`src/rtl/tmds_channel_decoder.sv`:
```
// rtl/tmds_channel_decoder.sv - TMDS receive channel: symbol decode, control-token hunt and bit-slip alignment
module tmds_channel_decoder #(
    parameter int CTRL_RUN       = 128,
    parameter int SEARCH_TIMEOUT = 4096,
    parameter int SLIP_SETTLE    = 16
) (
    input  logic       i_pix_clk,
    input  logic       i_rst,
    input  logic [9:0] i_tmds_word,
    output logic [7:0] o_data,
    output logic [1:0] o_ctrl,
    output logic       o_de,
    output logic       o_bitslip,
    output logic       o_aligned
);

    localparam int RUN_W = $clog2(CTRL_RUN + 1);
    localparam int TMO_W = $clog2(SEARCH_TIMEOUT + 1);
    localparam int SET_W = $clog2(SLIP_SETTLE + 1);

    // Terminal values are compared one cycle early so counters never exceed their parameter.
    localparam logic [RUN_W-1:0] RUN_LAST = RUN_W'(CTRL_RUN - 1);
    localparam logic [TMO_W-1:0] TMO_LAST = TMO_W'(SEARCH_TIMEOUT - 1);
    localparam logic [SET_W-1:0] SET_LAST = SET_W'(SLIP_SETTLE - 1);

    typedef enum logic [1:0] {
        ST_SEARCH = 2'd0,
        ST_SLIP   = 2'd1,
        ST_SETTLE = 2'd2,
        ST_LOCKED = 2'd3
    } state_t;

    state_t           r_state;
    state_t           w_state_next;
    logic [RUN_W-1:0] r_run_cnt;
    logic [RUN_W-1:0] w_run_next;
    logic [TMO_W-1:0] r_tmo_cnt;
    logic [TMO_W-1:0] w_tmo_next;
    logic [TMO_W-1:0] r_gap_cnt;
    logic [TMO_W-1:0] w_gap_next;
    logic [SET_W-1:0] r_set_cnt;
    logic [SET_W-1:0] w_set_next;

    logic             w_tok;
    logic [1:0]       w_code;
    logic [9:0]       r_s1_word;
    logic             r_s1_tok;
    logic [1:0]       r_s1_code;

    logic [7:0]       w_t;
    logic [7:0]       w_dec;
    logic [7:0]       r_data;
    logic [1:0]       r_ctrl;
    logic             r_de;
    logic             r_aligned;

    // Recognise the four control tokens; anything else is a data symbol.
    always_comb begin
        w_tok  = 1'b1;
        w_code = 2'b00;
        case (i_tmds_word)
            10'b1101010100: w_code = 2'b00;
            10'b0010101011: w_code = 2'b01;
            10'b0101010100: w_code = 2'b10;
            10'b1010101011: w_code = 2'b11;
            default:        w_tok  = 1'b0;
        endcase
    end

    // Stage 1: capture the raw symbol together with its token classification.
    always_ff @(posedge i_pix_clk) begin
        if (i_rst) begin
            r_s1_word <= '0;
            r_s1_tok  <= 1'b0;
            r_s1_code <= 2'b00;
        end else begin
            r_s1_word <= i_tmds_word;
            r_s1_tok  <= w_tok;
            r_s1_code <= w_code;
        end
    end

    // Undo the DC-balance inversion (bit 9) and the XOR/XNOR chain (bit 8 selects).
    always_comb begin
        w_t      = r_s1_word[9] ? ~r_s1_word[7:0] : r_s1_word[7:0];
        w_dec    = '0;
        w_dec[0] = w_t[0];
        for (int i = 1; i < 8; i++) begin
            w_dec[i] = r_s1_word[8] ? (w_t[i] ^ w_t[i-1]) : ~(w_t[i] ^ w_t[i-1]);
        end
    end

    // Stage 2: present decoded symbol, blanked whenever the channel is not locked this cycle.
    always_ff @(posedge i_pix_clk) begin
        if (i_rst || (r_state != ST_LOCKED)) begin
            r_data <= '0;
            r_ctrl <= 2'b00;
            r_de   <= 1'b0;
        end else if (r_s1_tok) begin
            r_data <= '0;
            r_ctrl <= r_s1_code;
            r_de   <= 1'b0;
        end else begin
            r_data <= w_dec;
            r_de   <= 1'b1;
        end
    end

    // FSM state register, its counters and the registered lock indicator.
    always_ff @(posedge i_pix_clk) begin
        if (i_rst) begin
            r_state   <= ST_SEARCH;
            r_run_cnt <= '0;
            r_tmo_cnt <= '0;
            r_gap_cnt <= '0;
            r_set_cnt <= '0;
            r_aligned <= 1'b0;
        end else begin
            r_state   <= w_state_next;
            r_run_cnt <= w_run_next;
            r_tmo_cnt <= w_tmo_next;
            r_gap_cnt <= w_gap_next;
            r_set_cnt <= w_set_next;
            r_aligned <= (w_state_next == ST_LOCKED);
        end
    end

    // Next-state logic: hunt for a token run, slip on timeout, drop lock after a long token gap.
    always_comb begin
        w_state_next = r_state;
        w_run_next   = r_run_cnt;
        w_tmo_next   = r_tmo_cnt;
        w_gap_next   = r_gap_cnt;
        w_set_next   = r_set_cnt;
        case (r_state)
            ST_SEARCH: begin
                w_tmo_next = r_tmo_cnt + 1'b1;
                w_run_next = r_s1_tok ? (r_run_cnt + 1'b1) : '0;
                // A completed token run takes priority over a coincident timeout.
                if (r_s1_tok && (r_run_cnt == RUN_LAST)) begin
                    w_state_next = ST_LOCKED;
                    w_run_next   = '0;
                    w_tmo_next   = '0;
                    w_gap_next   = '0;
                end else if (r_tmo_cnt == TMO_LAST) begin
                    w_state_next = ST_SLIP;
                    w_run_next   = '0;
                    w_tmo_next   = '0;
                end
            end
            ST_SLIP: begin
                w_state_next = ST_SETTLE;
                w_set_next   = '0;
            end
            ST_SETTLE: begin
                // Symbols are meaningless while the deserializer realigns, so tokens are ignored.
                if (r_set_cnt == SET_LAST) begin
                    w_state_next = ST_SEARCH;
                    w_set_next   = '0;
                    w_run_next   = '0;
                    w_tmo_next   = '0;
                end else begin
                    w_set_next = r_set_cnt + 1'b1;
                end
            end
            ST_LOCKED: begin
                if (r_s1_tok) begin
                    w_gap_next = '0;
                end else if (r_gap_cnt == TMO_LAST) begin
                    w_state_next = ST_SEARCH;
                    w_gap_next   = '0;
                    w_run_next   = '0;
                    w_tmo_next   = '0;
                end else begin
                    w_gap_next = r_gap_cnt + 1'b1;
                end
            end
            default: begin
                w_state_next = ST_SEARCH;
                w_run_next   = '0;
                w_tmo_next   = '0;
                w_gap_next   = '0;
                w_set_next   = '0;
            end
        endcase
    end

    // Outputs: slip request is a one-cycle Moore pulse from the SLIP state.
    always_comb begin
        o_bitslip = (r_state == ST_SLIP);
        o_aligned = r_aligned;
        o_data    = r_data;
        o_ctrl    = r_ctrl;
        o_de      = r_de;
    end

endmodule

```
`config.mk`:
```
export PLATFORM = sky130hd
export DESIGN_NAME = tmds_channel_decoder
export DESIGN_NICKNAME = d
export VERILOG_FILES = /design/src/rtl/tmds_channel_decoder.sv
export SDC_FILE = /design/constraint.sdc
export NUM_CORES = 1
export LEC_CHECK = 0
export BUFFER_PORTS_ARGS = -buffer_cell sky130_fd_sc_hd__buf_4
export CELL_PAD_IN_SITES_DETAIL_PLACEMENT = 1
export CELL_PAD_IN_SITES_GLOBAL_PLACEMENT = 1
export CORE_MARGIN = 3
export CORE_UTILIZATION = 45
export DETAILED_ROUTE_END_ITERATION = 10
export HOLD_SLACK_MARGIN = 0.15
export PLACE_DENSITY_LB_ADDON = 0.25
export RECOVER_POWER = 50
export SKIP_CTS_REPAIR_TIMING = 1
export SLEW_MARGIN = 40
export SYNTH_ARGS = -nofsm -noshare
export SYNTH_HDL_FRONTEND = slang
export SYNTH_SLANG_ARGS = --single-unit
```
`constraint.sdc`:
```
create_clock -name i_pix_clk -period 2.2 [get_ports i_pix_clk]
set_input_delay 0.22 -clock i_pix_clk [delete_from_list [all_inputs] [get_ports i_pix_clk]]
set_output_delay 0.22 -clock i_pix_clk [all_outputs]
set_load 0.05 [all_outputs]
```
* After elaboration in Yosys (flattened, before gate mapping)
Cells that the tools add are included.
** Storage, ports and cells
- Logic and storage cells :: 94
- Latch bits :: 0
- Output and inout port bits :: 13
- Memories kept :: 0
- Register bits after elaboration :: 66
- Bits in writable memories :: 0
- ROM bits :: 0
- Input bits :: 12
** Operators by class
- Divide/modulo/power cells :: 0
- Shift operators :: 0
- Muxes and demuxes :: 36
- Multipliers :: 0
- Order comparisons :: 0
- $add $sub $neg :: 4
- Equality and inequality tests :: 17
- Reductions and logical operators :: 10
- Bitwise gates (word level) :: 15
** Operator list (number)
- $mux W13 :: 8
- $mux W8 :: 7
- $pmux W13 S3 :: 1
- $add A13 B1 Y13 const B :: 2
- $eq A13 B12 Y1 const B :: 2
- $pmux W13 S2 :: 1
- $pmux W8 S3 :: 1
- $eq A10 B10 Y1 const B :: 2
- $eq A10 B8 Y1 const B :: 1
- $eq A10 B9 Y1 const B :: 1
- $mux W2 :: 5
- $ne A2 B2 Y1 const B :: 5
- $pmux W5 S2 :: 1
- $mux W1 :: 9
- $add A8 B1 Y8 const B :: 1
- $eq A8 B7 Y1 const B :: 1
- $not A8 Y8 :: 1
- $pmux W2 S4 :: 1
- $not A1 Y1 :: 7
- $xor A1 B1 Y1 :: 7
- $eq A2 B2 Y1 const B :: 3
- $pmux W2 S3 :: 1
- $add A5 B1 Y5 const B :: 1
- $eq A5 B4 Y1 const B :: 1
- 11 further kinds :: 12

* Depth between registers and ports, before layout
Gate-level depths: netlist of run 1.
- Word-level depth :: 5
- Mapped depth :: 9
- Depth with buffers taken out :: 7

* Least setup slack after synthesis of run 1
No wires, ideal clock.
- Path kind :: register -> register
- From :: register r_state[0]
- To :: register r_tmo_cnt[7]
- Buffers on the path :: 1
- Clock period less this slack :: 1926 ps
- Setup time :: 70 ps
- Data required time :: 2130 ps
- Stages on the path, launching flop included :: 8
- Slack :: 274 ps
- Data arrival time :: 1857 ps
- Cells stage by stage :: dfxtp_1 -> inv_1 -> ha_1 -> clkbuf_1 -> a21o_1 -> a21o_1 -> or4_1 -> a21oi_1
** On the way
- Longest elaborated chain between the ends :: 3
- Elaborated cells between the ends (all ways) :: 9
- Classes of those cells :: eq/ne (5); mux (1); reduce/logical (3)
** Ends and longest elaborated chain
- start: declaration :: RTL line 33 : state_t r_state;
- start signal: assignment :: RTL line 119 : r_state <= w_state_next;
- $eq A2 B2 Y1 or $logic_not A2 Y1 (tied branches) :: RTL line 135 : case (r_state)
- $ne A2 B2 Y1 (no line) or $reduce_bool A3 Y1 (tied branches)
- $reduce_and A4 Y1 (no line)
- end signal: assignment :: RTL line 121 : r_tmo_cnt <= w_tmo_next;
- end: declaration :: RTL line 37 : logic [TMO_W-1:0] r_tmo_cnt;
Parallel ways exist; a longest one is shown, timed or not.
A chain may end at the register's enable or synchronous reset.

* Worst setup path after layout of run 1
- From :: register r_gap_cnt[1]
- To :: register r_tmo_cnt[7]
** On the way
- Longest elaborated chain between the ends :: 3
** Ends and longest elaborated chain
- start: declaration :: RTL line 39 : logic [TMO_W-1:0] r_gap_cnt;
- start signal: assignment :: RTL line 122 : r_gap_cnt <= w_gap_next;
- $eq A13 B12 Y1 :: RTL line 169 : end else if (r_gap_cnt == TMO_LAST) begin
- $ne A2 B2 Y1 (no line)
- $reduce_and A4 Y1 (no line)
Every way passes these cells.

==> qor.yml, run 1 <==
status:
  status: "finished clean"
yosys:
  syn_avg_cell_area_um2: 8.923
  synthArstFlopShare: 0
  yosysSeqAreaShare: 0.4420
  ys_types: 52
  netlist_instances: 335
  ys.flop_type: "dfxtp_1"
  syn-num-nets: 356
  synth_edf_count: 0
  yosysWarnings: 0
  netlist_area_mm2: 0.002989
  ys_seq_elements: 66
global_routing:
  busiest_layer: "met2"
  grtUsageMet2: 0.3089
  grt_pass1_wl_um: 11790
  met3_usage: 0.03122
  grt_use_met1: 0.2627
  grt-ovfl-total: 0
  grt_max_degree: 28
  antenna_found_initial: 0
  grt_use_total: 0.1957
  grt_pass1_vias: 2495
clock_tree:
  cts_made_buffers: 9
  clock_sinks: 66
  tritoncts: "built"
  path_clk_slew_ns: 0.09
  htreeDepth: 3
  ctsLongestPathBuffers: 2
  clock_latency_ns: 0.35
  cts.root.buffer_cell: "clkbuf_8"
setup_path:
  worst_path_max_delay_cell: "or4_1"
  r2r-end: "r_tmo_cnt[7]"
  critPathLaunchType: "register"
  cp.depth: 6
  path_cells: "ha_2, and4_4, nand4_4, a21o_4, or4_1, a21oi_1"
  cp-startpoint: "r_gap_cnt[1]"
  cp_slowest_stage_delay_ns: 0.50
  arrival_ns: 2.36
  endpoint: "r_tmo_cnt[7]"
  worstRegToRegCells: 6
  path_class: "reg -> reg"
  required_ns: 2.48
  cp_top_family: "simple AND/OR/NAND/NOR gates"
  crit_fanout: 9
  reg2reg_from: "r_gap_cnt[1]"
  r2r_setup_slack_ns: 0.12
  crit_buf_inv: 0
  cp-end-kind: "register"
cells_and_area:
  synthToLayoutAreaGrowth_pct: 18.59
  fillCellCount: 758
  final_core_util: 0.5551
  layout-drive-gt1-share: 0.1076
  final_nets: 397
  fin_cells: 459
route:
  drt_first_pass_iters: 4
  dr.first_iter.drc_count: 76
  vias_per_cell: 5.638
  detail-route-antenna-nets: 0
  drcViolationCount: 0
  post_drt_wl_per_cell_um: 16.91
  routed_wl_um: 7762
  vias: 2588
floorplanning:
  die_w_um: 87.50
  rows: 29
  coreArea_mm2: 0.006386
  dieArea_mm2: 0.007656
  ios: 25
  dieHeight_um: 87.50
  initial_utilization: 0.4681
timing:
  hold_ws_ns: 0.1582
  slew_headroom: 0.6004
  slew_violations: 0
  clock.fmax_ghz: 0.4806
  post-route-min-period_ns: 2.081
  worst_slack_ns: 0.1192
  worst_clock_skew_ns: 0.01370
  period_share: 0.9458
  worst_pin_slew_ns: 0.6019
  setup_viol: 0
  hold_viol: 0
power:
  power.leakage_nw: 1.301
  cellPowerDensity_mw_per_mm2: 709.7
  ir_drop_mv: 0.4622
  power_mw: 2.516
job:
  maxCapViolCount: 0
placement:
  dpl_worst_slack_ns: 0.09203
  port_buffers: 24
  dp_hpwl_um: 4969
  place_congestion: 0.8796
  dp_cells: 433
hold_path:
  hp-class: "in -> reg"
  holdPathStages: 2
==> Yosys cell counts (4+ instances only) <==
cell / instances / share of area
dfxtp_1: 66 / 0.44
nor2_1: 47 / 0.059
xnor2_1: 23 / 0.067
nand2_1: 21 / 0.026
a21oi_1: 19 / 0.032
nand3_1: 16 / 0.027
inv_1: 11 / 0.014
nor2b_1: 11 / 0.023
ha_1: 9 / 0.038
o21ai_0: 9 / 0.015
nand4_1: 8 / 0.017
clkbuf_1: 7 / 0.0088
and3_1: 6 / 0.013
a211oi_1: 5 / 0.013
a21o_1: 5 / 0.013
and4_1: 5 / 0.015
nor3_1: 5 / 0.0084
xor2_1: 5 / 0.015
or4_1: 4 / 0.010
==> metal layers <==
layer | part of all wire | vias to the layer above
met1 | 0.46 | 1256
li1 | - | 1279
met4 | 0.021 | 0
met3 | 0.029 | 15
met2 | 0.49 | 38
met5 | 0 | -
==> where the power goes <==
part	leakage, nW	switching, mW	internal [mW]
clock	0.104	0.536	0.533
combinational	0.662	0.118	0.0893
sequential	0.535	0.0231	1.22
total	1.30	0.677	1.84
==> stage by stage <==
stage | TNS [ns] | instance area (um^2)
6_report | 0 | 3545
3_3_place_gp | 0 | 3294
2_1_floorplan | 0 | 2989
5_1_grt | -0.01083 | 3542
4_1_cts | 0 | 3497
3_5_place_dp | 0 | 3294
==> layout make-up <==
type | instances | area [um^2] | share of cell area
sequential | 66 | 1323 | 0.3731
antenna | 1 | 2.502 | 0.0007060
timing repair buffer | 41 | 260.3 | 0.07342
tap | 77 | 96.34 | 0.02718
clock inverter | 7 | 78.83 | 0.02224
multi-input combinational | 247 | 1619 | 0.4568
clock buffer | 9 | 123.9 | 0.03495
inverter | 11 | 41.29 | 0.01165
==> sequential cells by signal, indices dropped and copies added, names as in the netlist <==
register and count:
o_ctrl 2, r_tmo_cnt 13, r_s1_word 10, r_state 2, r_run_cnt 8, o_data 8, r_s1_code 2, r_gap_cnt 13
o_aligned 1, o_de 1, r_set_cnt 5, r_s1_tok 1
==> cells by family (layout without fill, tap and decap cells) <==
logic type,Yosys count,in the layout,synth area share
buf+inv,22,68,0.02847
mux,4,4,0.01381
simple gates,147,147,0.2641
fa+ha+maj,9,9,0.03767
xor+xnor,28,28,0.08204
other cells,0,1,0
compound gates,59,59,0.1319
flops,66,66,0.4420
==> worst min-delay path by stage <==
stage,to,startpoint,slack (ns)
after floorplan,r_s1_word[0],i_tmds_word[0],0.35
after detailed placement,r_set_cnt[4],r_set_cnt[4],0.46
after CTS,r_s1_word[6],i_tmds_word[6],0.08
final,r_s1_word[8],i_tmds_word[8],0.16
after global placement,o_ctrl[1],r_s1_code[1],0.44
after global routing,r_s1_word[8],i_tmds_word[8],0.15
==> placed cells by master, fill, tap and decap left out, types with 6 or more instances in the layout <==
| cell | n |
|---|---|
| nand4_1 | 8 |
| xnor2_1 | 23 |
| clkbuf_8 | 9 |
| buf_4 | 9 |
| nand3_1 | 16 |
| ha_1 | 7 |
| and3_1 | 6 |
| nor2b_1 | 11 |
| o21ai_0 | 9 |
| dlygate4sd3_1 | 9 |
| nor2_1 | 47 |
| nand2_1 | 21 |
| clkbuf_1 | 22 |
| a21oi_1 | 19 |
| inv_1 | 11 |
| dfxtp_1 | 65 |
Power figures use the tool's default switching activity.
==> run 2: changes to the inputs <==
--- a/config.mk
+++ b/config.mk
@@ -5,14 +5,15 @@
 export SDC_FILE = /design/constraint.sdc
 export NUM_CORES = 1
 export LEC_CHECK = 0
+export ABC_AREA = 1
 export BUFFER_PORTS_ARGS = -buffer_cell sky130_fd_sc_hd__buf_4
 export CELL_PAD_IN_SITES_DETAIL_PLACEMENT = 1
 export CELL_PAD_IN_SITES_GLOBAL_PLACEMENT = 1
 export CORE_MARGIN = 3
-export CORE_UTILIZATION = 45
+export CORE_UTILIZATION = 43
 export DETAILED_ROUTE_END_ITERATION = 10
 export HOLD_SLACK_MARGIN = 0.15
-export PLACE_DENSITY_LB_ADDON = 0.25
+export PLACE_DENSITY_LB_ADDON = 0.1
 export RECOVER_POWER = 50
 export SKIP_CTS_REPAIR_TIMING = 1
 export SLEW_MARGIN = 40
==> qor.yml, run 2 <==
route:
  post_drt_wl_per_cell_um: 13.87  # was 16.91 um
  vias: 3161  # was 2,588
  routed_wl_um: 8671  # was 7762 um
  drt_first_pass_iters: 4  # unchanged
  detail-route-antenna-nets: 0  # unchanged
  dr.first_iter.drc_count: 75  # was 76
  drcViolationCount: 0  # unchanged
  vias_per_cell: 5.058  # was 5.638
global_routing:
  grt_pass1_wl_um: 14370  # was 11,790 um
  grt_use_total: 0.2061  # was 0.1957
  met3_usage: 0.04586  # was 0.03122
  busiest_layer: "met2"  # unchanged
  grt_max_degree: 29  # was 28
  grt_use_met1: 0.2644  # was 0.2627
  grt-ovfl-total: 0  # unchanged
  grt_pass1_vias: 3170  # was 2,495
  grtUsageMet2: 0.3419  # was 0.3089
  antenna_found_initial: 0  # unchanged
setup_path:
  crit_fanout: 17  # was 9
  required_ns: 2.44  # was 2.48 ns
  reg2reg_from: "r_run_cnt[1]"  # was r_gap_cnt[1]
  arrival_ns: 2.20  # was 2.36 ns
  endpoint: "r_gap_cnt[12]"  # was r_tmo_cnt[7]
  path_class: "reg -> reg"  # unchanged
  critPathLaunchType: "register"  # unchanged
  r2r-end: "r_gap_cnt[12]"  # was r_tmo_cnt[7]
  cp-end-kind: "register"  # unchanged
  cp-startpoint: "r_run_cnt[1]"  # was r_gap_cnt[1]
  worstRegToRegCells: 10  # was 6
  r2r_setup_slack_ns: 0.24  # was 0.12 ns
clock_tree:
  cts_made_buffers: 9  # unchanged
  clock_latency_ns: 0.35  # about the same
  clock_sinks: 66  # unchanged
  cts.root.buffer_cell: "clkbuf_8"  # unchanged
  ctsLongestPathBuffers: 2  # unchanged
  htreeDepth: 3  # unchanged
  tritoncts: "built"  # unchanged
  path_clk_slew_ns: 0.08  # was 0.09 ns
cells_and_area:
  synthToLayoutAreaGrowth_pct: 14.61  # was 18.59%
  final_common_cell: "nand2_1"  # was dfxtp_1
  layout-drive-gt1-share: 0.08555  # was 0.1076
  antenna_cells: 0  # was 1
  final_nets: 542  # was 397
  reg_top3: "r_gap_cnt: 13 flops, r_tmo_cnt: 13 flops, r_s1_word: 10 flops"  # unchanged
  layout_common_cells: "nand2_1 (108), nor2_1 (79), inv_1 (69), dfxtp_1 (66), nand3_1 (28)"  # was dfxtp_1 (65), nor2_1 (47), xnor2_1 (23), clkbuf_1 (22), nand2_1 (21)
power:
  power_frac_clock: 0.376  # was 0.425
  internal_power_mw: 1.728  # was 1.839 mW
  power_mw: 2.411  # was 2.516 mW
  power.leakage_nw: 1.548  # was 1.301 nW
  ir_drop_mv: 0.2635  # was 0.4622 mV
  cellPowerDensity_mw_per_mm2: 638.1  # was 709.7 mW/mm^2
  power_frac_seq: 0.516  # was 0.493
  p_sw_frac: 0.2833  # was 0.2690
  p_comb_frac: 0.108  # was 0.082
  p_sw_uw: 683.1  # was 676.6 uW
status:
  status: "finished clean"  # unchanged
yosys:
  yosys.area.top_type: "dfxtp_1"  # unchanged
  ys_seq_elements: 66  # unchanged
  ys.flop_type: "dfxtp_1"  # unchanged
  synth_edf_count: 0  # unchanged
  syn-num-nets: 503  # was 356
  synthTopCellsByCount: "nand2_1 (108), nor2_1 (79), inv_1 (68)"  # was dfxtp_1 (66), nor2_1 (47), xnor2_1 (23)
  netlist_instances: 482  # was 335
  synth_top_cell_area_share: 0.4008  # was 0.4420
  synthTopCellsByArea: "dfxtp_1 (40%), nand2_1 (12%), nor2_1 (9.0%)"  # was dfxtp_1 (44%), xnor2_1 (6.7%), nor2_1 (5.9%)
  syn_avg_cell_area_um2: 6.840  # was 8.923 um^2
  ys_types: 30  # was 52
  synthMostInstantiatedCell: "nand2_1"  # was dfxtp_1
  netlist_area_mm2: 0.003297  # was 0.002989 mm^2
  yosysWarnings: 0  # unchanged
  synthArstFlopShare: 0  # unchanged
  yosysSeqAreaShare: 0.4008  # was 0.4420
timing:
  clock.fmax_ghz: 0.5104  # was 0.4806 GHz
  worst_clock_skew_ns: 0.01682  # was 0.01370 ns
  slew_violations: 0  # unchanged
  setup_tns_ns: 0  # unchanged
  worst_pin_slew_ns: 0.6112  # was 0.6019 ns
  hold_viol: 0  # unchanged
  slew_headroom: 0.5943  # was 0.6004
  rsz0062_at_grt: "no"
  period_share: 0.8906  # was 0.9458
  setup_viol: 0  # unchanged
  post-route-min-period_ns: 1.959  # was 2.081 ns
floorplanning:
  dieArea_mm2: 0.008753  # was 0.007656 mm^2
  ios: 25  # unchanged
  dieHeight_um: 93.56  # was 87.50 um
  die_w_um: 93.56  # was 87.50 um
  coreArea_mm2: 0.007331  # was 0.006386 mm^2
  rows: 31  # was 29
  initial_utilization: 0.4497  # was 0.4681
hold_path:
  holdPathStages: 3  # was 2
  hp-class: "in -> reg"  # unchanged
placement:
  port_buffers: 24  # unchanged
  dp_hpwl_um: 6352  # was 4969 um
  place_congestion: 0.8157  # was 0.8796
job:
  maxCapViolCount: 0  # unchanged
[run 2: cell types whose count changed after synthesis, sizes merged, moves of 11 or more]
cell,delta
xnor2,-17
nand2,+92
inv,+62
nor2b,-11
nand3,+15
nor2,+36
o21ai,+12
[run 2: how the worst min path moves through the flow]
| stage | endpoint | start | slack (ns) |
|---|---|---|---|
| floorplan | r_s1_word[0] | i_tmds_word[0] | 0.33 |
| global placement | o_data[7] | r_s1_word[7] | 0.41 |
| detailed placement | o_data[7] | r_s1_word[7] | 0.41 |
| CTS | r_s1_word[2] | i_tmds_word[2] | 0.08 |
| global route | r_s1_word[6] | i_tmds_word[6] | 0.17 |
| finish | r_s1_word[6] | i_tmds_word[6] | 0.16 |
[run 2: cell families (layout without fill, tap and decap cells)]
kind of cell / count (synthesis) / count (layout) / share of synthesized area
simple gates: 260 / 260 / 0.3457
buf+inv: 82 / 126 / 0.09829
flops: 66 / 66 / 0.4008
compound gates: 50 / 50 / 0.08122
xor+xnor: 15 / 15 / 0.03985
fa+ha+maj: 9 / 9 / 0.03416
[run 2: metal layers]
metal	wire length, um	up-vias
met5	0	-
met4	145	0
met3	261	13
met2	4091	40
met1	4172	1516
li1	-	1592
[run 2: worst max-delay path, cell delays in order, from the launching register on]
cell and delay [ns]:
dfxtp_1 0.41, ha_1 0.22, nand2_1 0.06, nor2_1 0.20, nand4_1 0.14, nand2_2 0.27, inv_1 0.22, nor2_2 0.16
nand3_1 0.09, nand2_1 0.06, inv_1 0.03
[run 2: power groups by stage]
stage	combinational (mW)	sequential (mW)	clock, mW
global placement	0.238	1.27	0
CTS	0.249	1.24	0.939
global route	0.293	1.25	0.991
detailed placement	0.247	1.27	0
floorplan	0.178	1.26	0
finish	0.260	1.24	0.908
[run 2: stage by stage]
step	setup slack, ns	area [um^2]	hold slack (ns)	std cells	utilization
after floorplan	0.4647	3297	0.3270	482	-
after global placement	0.3233	3583	0.4057	600	0.4888
after detailed placement	0.2269	3583	0.4149	600	0.4888
after CTS	0.2062	3754	0.08483	616	0.5120
after global routing	0.007791	3779	0.1652	625	0.5154
final	0.2407	3779	0.1615	625	0.5154
[run 2: layout make-up]
type	instances	area (um^2)
sequential	66	1321
inverter	73	279.0
clock inverter	6	42.54
timing repair buffer	37	232.7
multi-input combinational	334	1652
fill	999	3552
tap	99	123.9
clock buffer	10	127.6
==> run 3: changes to the inputs <==
--- a/config.mk
+++ b/config.mk
@@ -9,11 +9,12 @@
 export BUFFER_PORTS_ARGS = -buffer_cell sky130_fd_sc_hd__buf_4
 export CELL_PAD_IN_SITES_DETAIL_PLACEMENT = 1
 export CELL_PAD_IN_SITES_GLOBAL_PLACEMENT = 1
+export CORE_ASPECT_RATIO = 0.9
 export CORE_MARGIN = 3
 export CORE_UTILIZATION = 43
 export DETAILED_ROUTE_END_ITERATION = 10
 export HOLD_SLACK_MARGIN = 0.15
-export PLACE_DENSITY_LB_ADDON = 0.1
+export PLACE_DENSITY = 0.87
 export RECOVER_POWER = 50
 export SKIP_CTS_REPAIR_TIMING = 1
 export SLEW_MARGIN = 40
==> qor.yml, run 3 (same netlist as run 2, synthesis figures left out) <==
placement:
  dp_hpwl_um: 6572  # was 6352 um
  dp_cells: 593  # was 600
  place_congestion: 0.8275  # was 0.8157
  port_buffers: 24  # unchanged
  dpl_worst_slack_ns: 0.06653  # was 0.2269 ns
route:
  vias: 3152  # was 3,161
  routed_wl_um: 9172  # was 8671 um
  drt_first_pass_iters: 4  # unchanged
  drcViolationCount: 0  # unchanged
  detail-route-antenna-nets: 0  # unchanged
  dr.first_iter.drc_count: 137  # was 75
  vias_per_cell: 5.084  # was 5.058
  post_drt_wl_per_cell_um: 14.79  # was 13.87 um
timing:
  worst_clock_skew_ns: 0.007809  # was 0.01682 ns
  period_share: 0.9219  # was 0.8906
  worst_pin_slew_ns: 0.5605  # was 0.6112 ns
  setup_viol: 0  # unchanged
  slew_violations: 0  # unchanged
  post-route-min-period_ns: 2.028  # was 1.959 ns
  clock.fmax_ghz: 0.4931  # was 0.5104 GHz
  hold_viol: 0  # unchanged
  slew_headroom: 0.6235  # was 0.5943
  hold_ws_ns: 0.1188  # was 0.1615 ns
  worst_slack_ns: 0.1718  # was 0.2407 ns
setup_path:
  path_cells: "inv_1, ha_1, nand2_1, nand3_1, nor2_4, nand3_4, buf_4, o21ai_1, a21oi_2"  # was ha_1, nand2_1, nor2_1, nand4_1, nand2_2, inv_1, nor2_2, nand3_1, nand2_1, inv_1
  required_ns: 2.44  # about the same
  critPathLaunchType: "register"  # unchanged
  r2r_setup_slack_ns: 0.17  # was 0.24 ns
  arrival_ns: 2.27  # was 2.20 ns
  crit_fanout: 9  # was 17
  path_class: "reg -> reg"  # unchanged
  cp-end-kind: "register"  # unchanged
  cp_slowest_stage_delay_ns: 0.43  # was 0.41 ns
  worst_path_max_delay_cell: "dfxtp_1"  # unchanged
clock_tree:
  cts_made_buffers: 9  # unchanged
  path_clk_slew_ns: 0.08  # about the same
  ctsLongestPathBuffers: 2  # unchanged
  cts.root.buffer_cell: "clkbuf_8"  # unchanged
  htreeDepth: 3  # unchanged
  tritoncts: "built"  # unchanged
  clock_latency_ns: 0.35  # about the same
  clock_sinks: 66  # unchanged
global_routing:
  grt_pass1_vias: 3240  # was 3,170
  grt_use_total: 0.2118  # was 0.2061
  grt_pass1_wl_um: 14920  # was 14,370 um
  grt-ovfl-total: 0  # unchanged
  antenna_found_initial: 0  # unchanged
  grt_max_degree: 29  # unchanged
cells_and_area:
  fin_cells: 620  # was 625
  layout-drive-gt1-share: 0.1252  # was 0.08555
  reg_top3: "r_gap_cnt: 13 flops, r_tmo_cnt: 13 flops, r_s1_word: 10 flops"  # unchanged
  final_nets: 543  # was 542
  final_common_cell: "nand2_1"  # unchanged
  antenna_cells: 0  # unchanged
  synthToLayoutAreaGrowth_pct: 17.84  # was 14.61%
  final_core_util: 0.5353  # was 0.5154
  layout_common_cells: "nand2_1 (108), nor2_1 (79), inv_1 (68), dfxtp_1 (66), buf_4 (29)"  # was nand2_1 (108), nor2_1 (79), inv_1 (69), dfxtp_1 (66), nand3_1 (28)
floorplanning:
  ios: 25  # unchanged
  die_w_um: 98.30  # was 93.56 um
  initial_utilization: 0.4543  # was 0.4497
  dieHeight_um: 89.07  # was 93.56 um
  rows: 29  # was 31
  coreArea_mm2: 0.007257  # was 0.007331 mm^2
  dieArea_mm2: 0.008756  # was 0.008753 mm^2
power:
  cellPowerDensity_mw_per_mm2: 660.7  # was 638.1 mW/mm^2
  power.leakage_nw: 1.650  # was 1.548 nW
  ir_drop_mv: 0.3551  # was 0.2635 mV
job:
  maxCapViolCount: 0  # unchanged
hold_path:
  hp-class: "in -> reg"  # unchanged
status:
  status: "finished clean"  # unchanged
-- run 3: per-layer routing --
layer	vias to the layer above	track usage	part of all wire
li1	1597	-	-
met1	1478	0.2602	0.46
met2	64	0.3751	0.48
met3	13	0.04914	0.044
met4	0	0.06203	0.013
met5	-	0	0
-- run 3: metrics by stage --
stage                     power [mW]  setup TNS (ns)  cell area [um^2]
after floorplan                1.443               0              3297
after global placement         1.494               0              3568
after detailed placement       1.506               0              3568
after CTS                      2.569               0              3770
after global routing           2.684       -0.006110              3885
final                          2.567               0              3885
-- run 3: power by group --
| group | internal [mW] | total, mW | switching [mW] |
|---|---|---|---|
| logic | 0.101 | 0.265 | 0.164 |
| registers | 1.22 | 1.25 | 0.0257 |
| clock network | 0.533 | 1.06 | 0.524 |
| total | 1.85 | 2.57 | 0.713 |
-- run 3: critical path: cells and delay by family, from the launching register on --
kind,cells,cell delay (ns)
AOI/OAI and AO/OA,2,0.21
and+or+nand+nor,4,0.67
DFF,1,0.43
adders and majority gates,1,0.29
buffers and inverters,2,0.32
-- run 3: path summary, 6_finish.rpt --
check                  from      endpoint  cells past startpoint
max              r_state[0]  r_tmo_cnt[8]                      9
min          i_tmds_word[9]  r_s1_word[9]                      3
max reg2reg      r_state[0]  r_tmo_cnt[8]                      9
min reg2reg    r_s1_word[7]     o_data[7]                      1
-- run 3: final cells by class --
| class | count | area (um^2) |
|---|---|---|
| Multi-Input combinational cell | 334 | 1657 |
| Clock inverter | 7 | 77.57 |
| Clock buffer | 9 | 123.9 |
| Inverter | 73 | 281.5 |
| Fill cell | 934 | 3372 |
| Timing Repair Buffer | 38 | 307.8 |
| Tap cell | 93 | 116.4 |
| Sequential cell | 66 | 1321 |
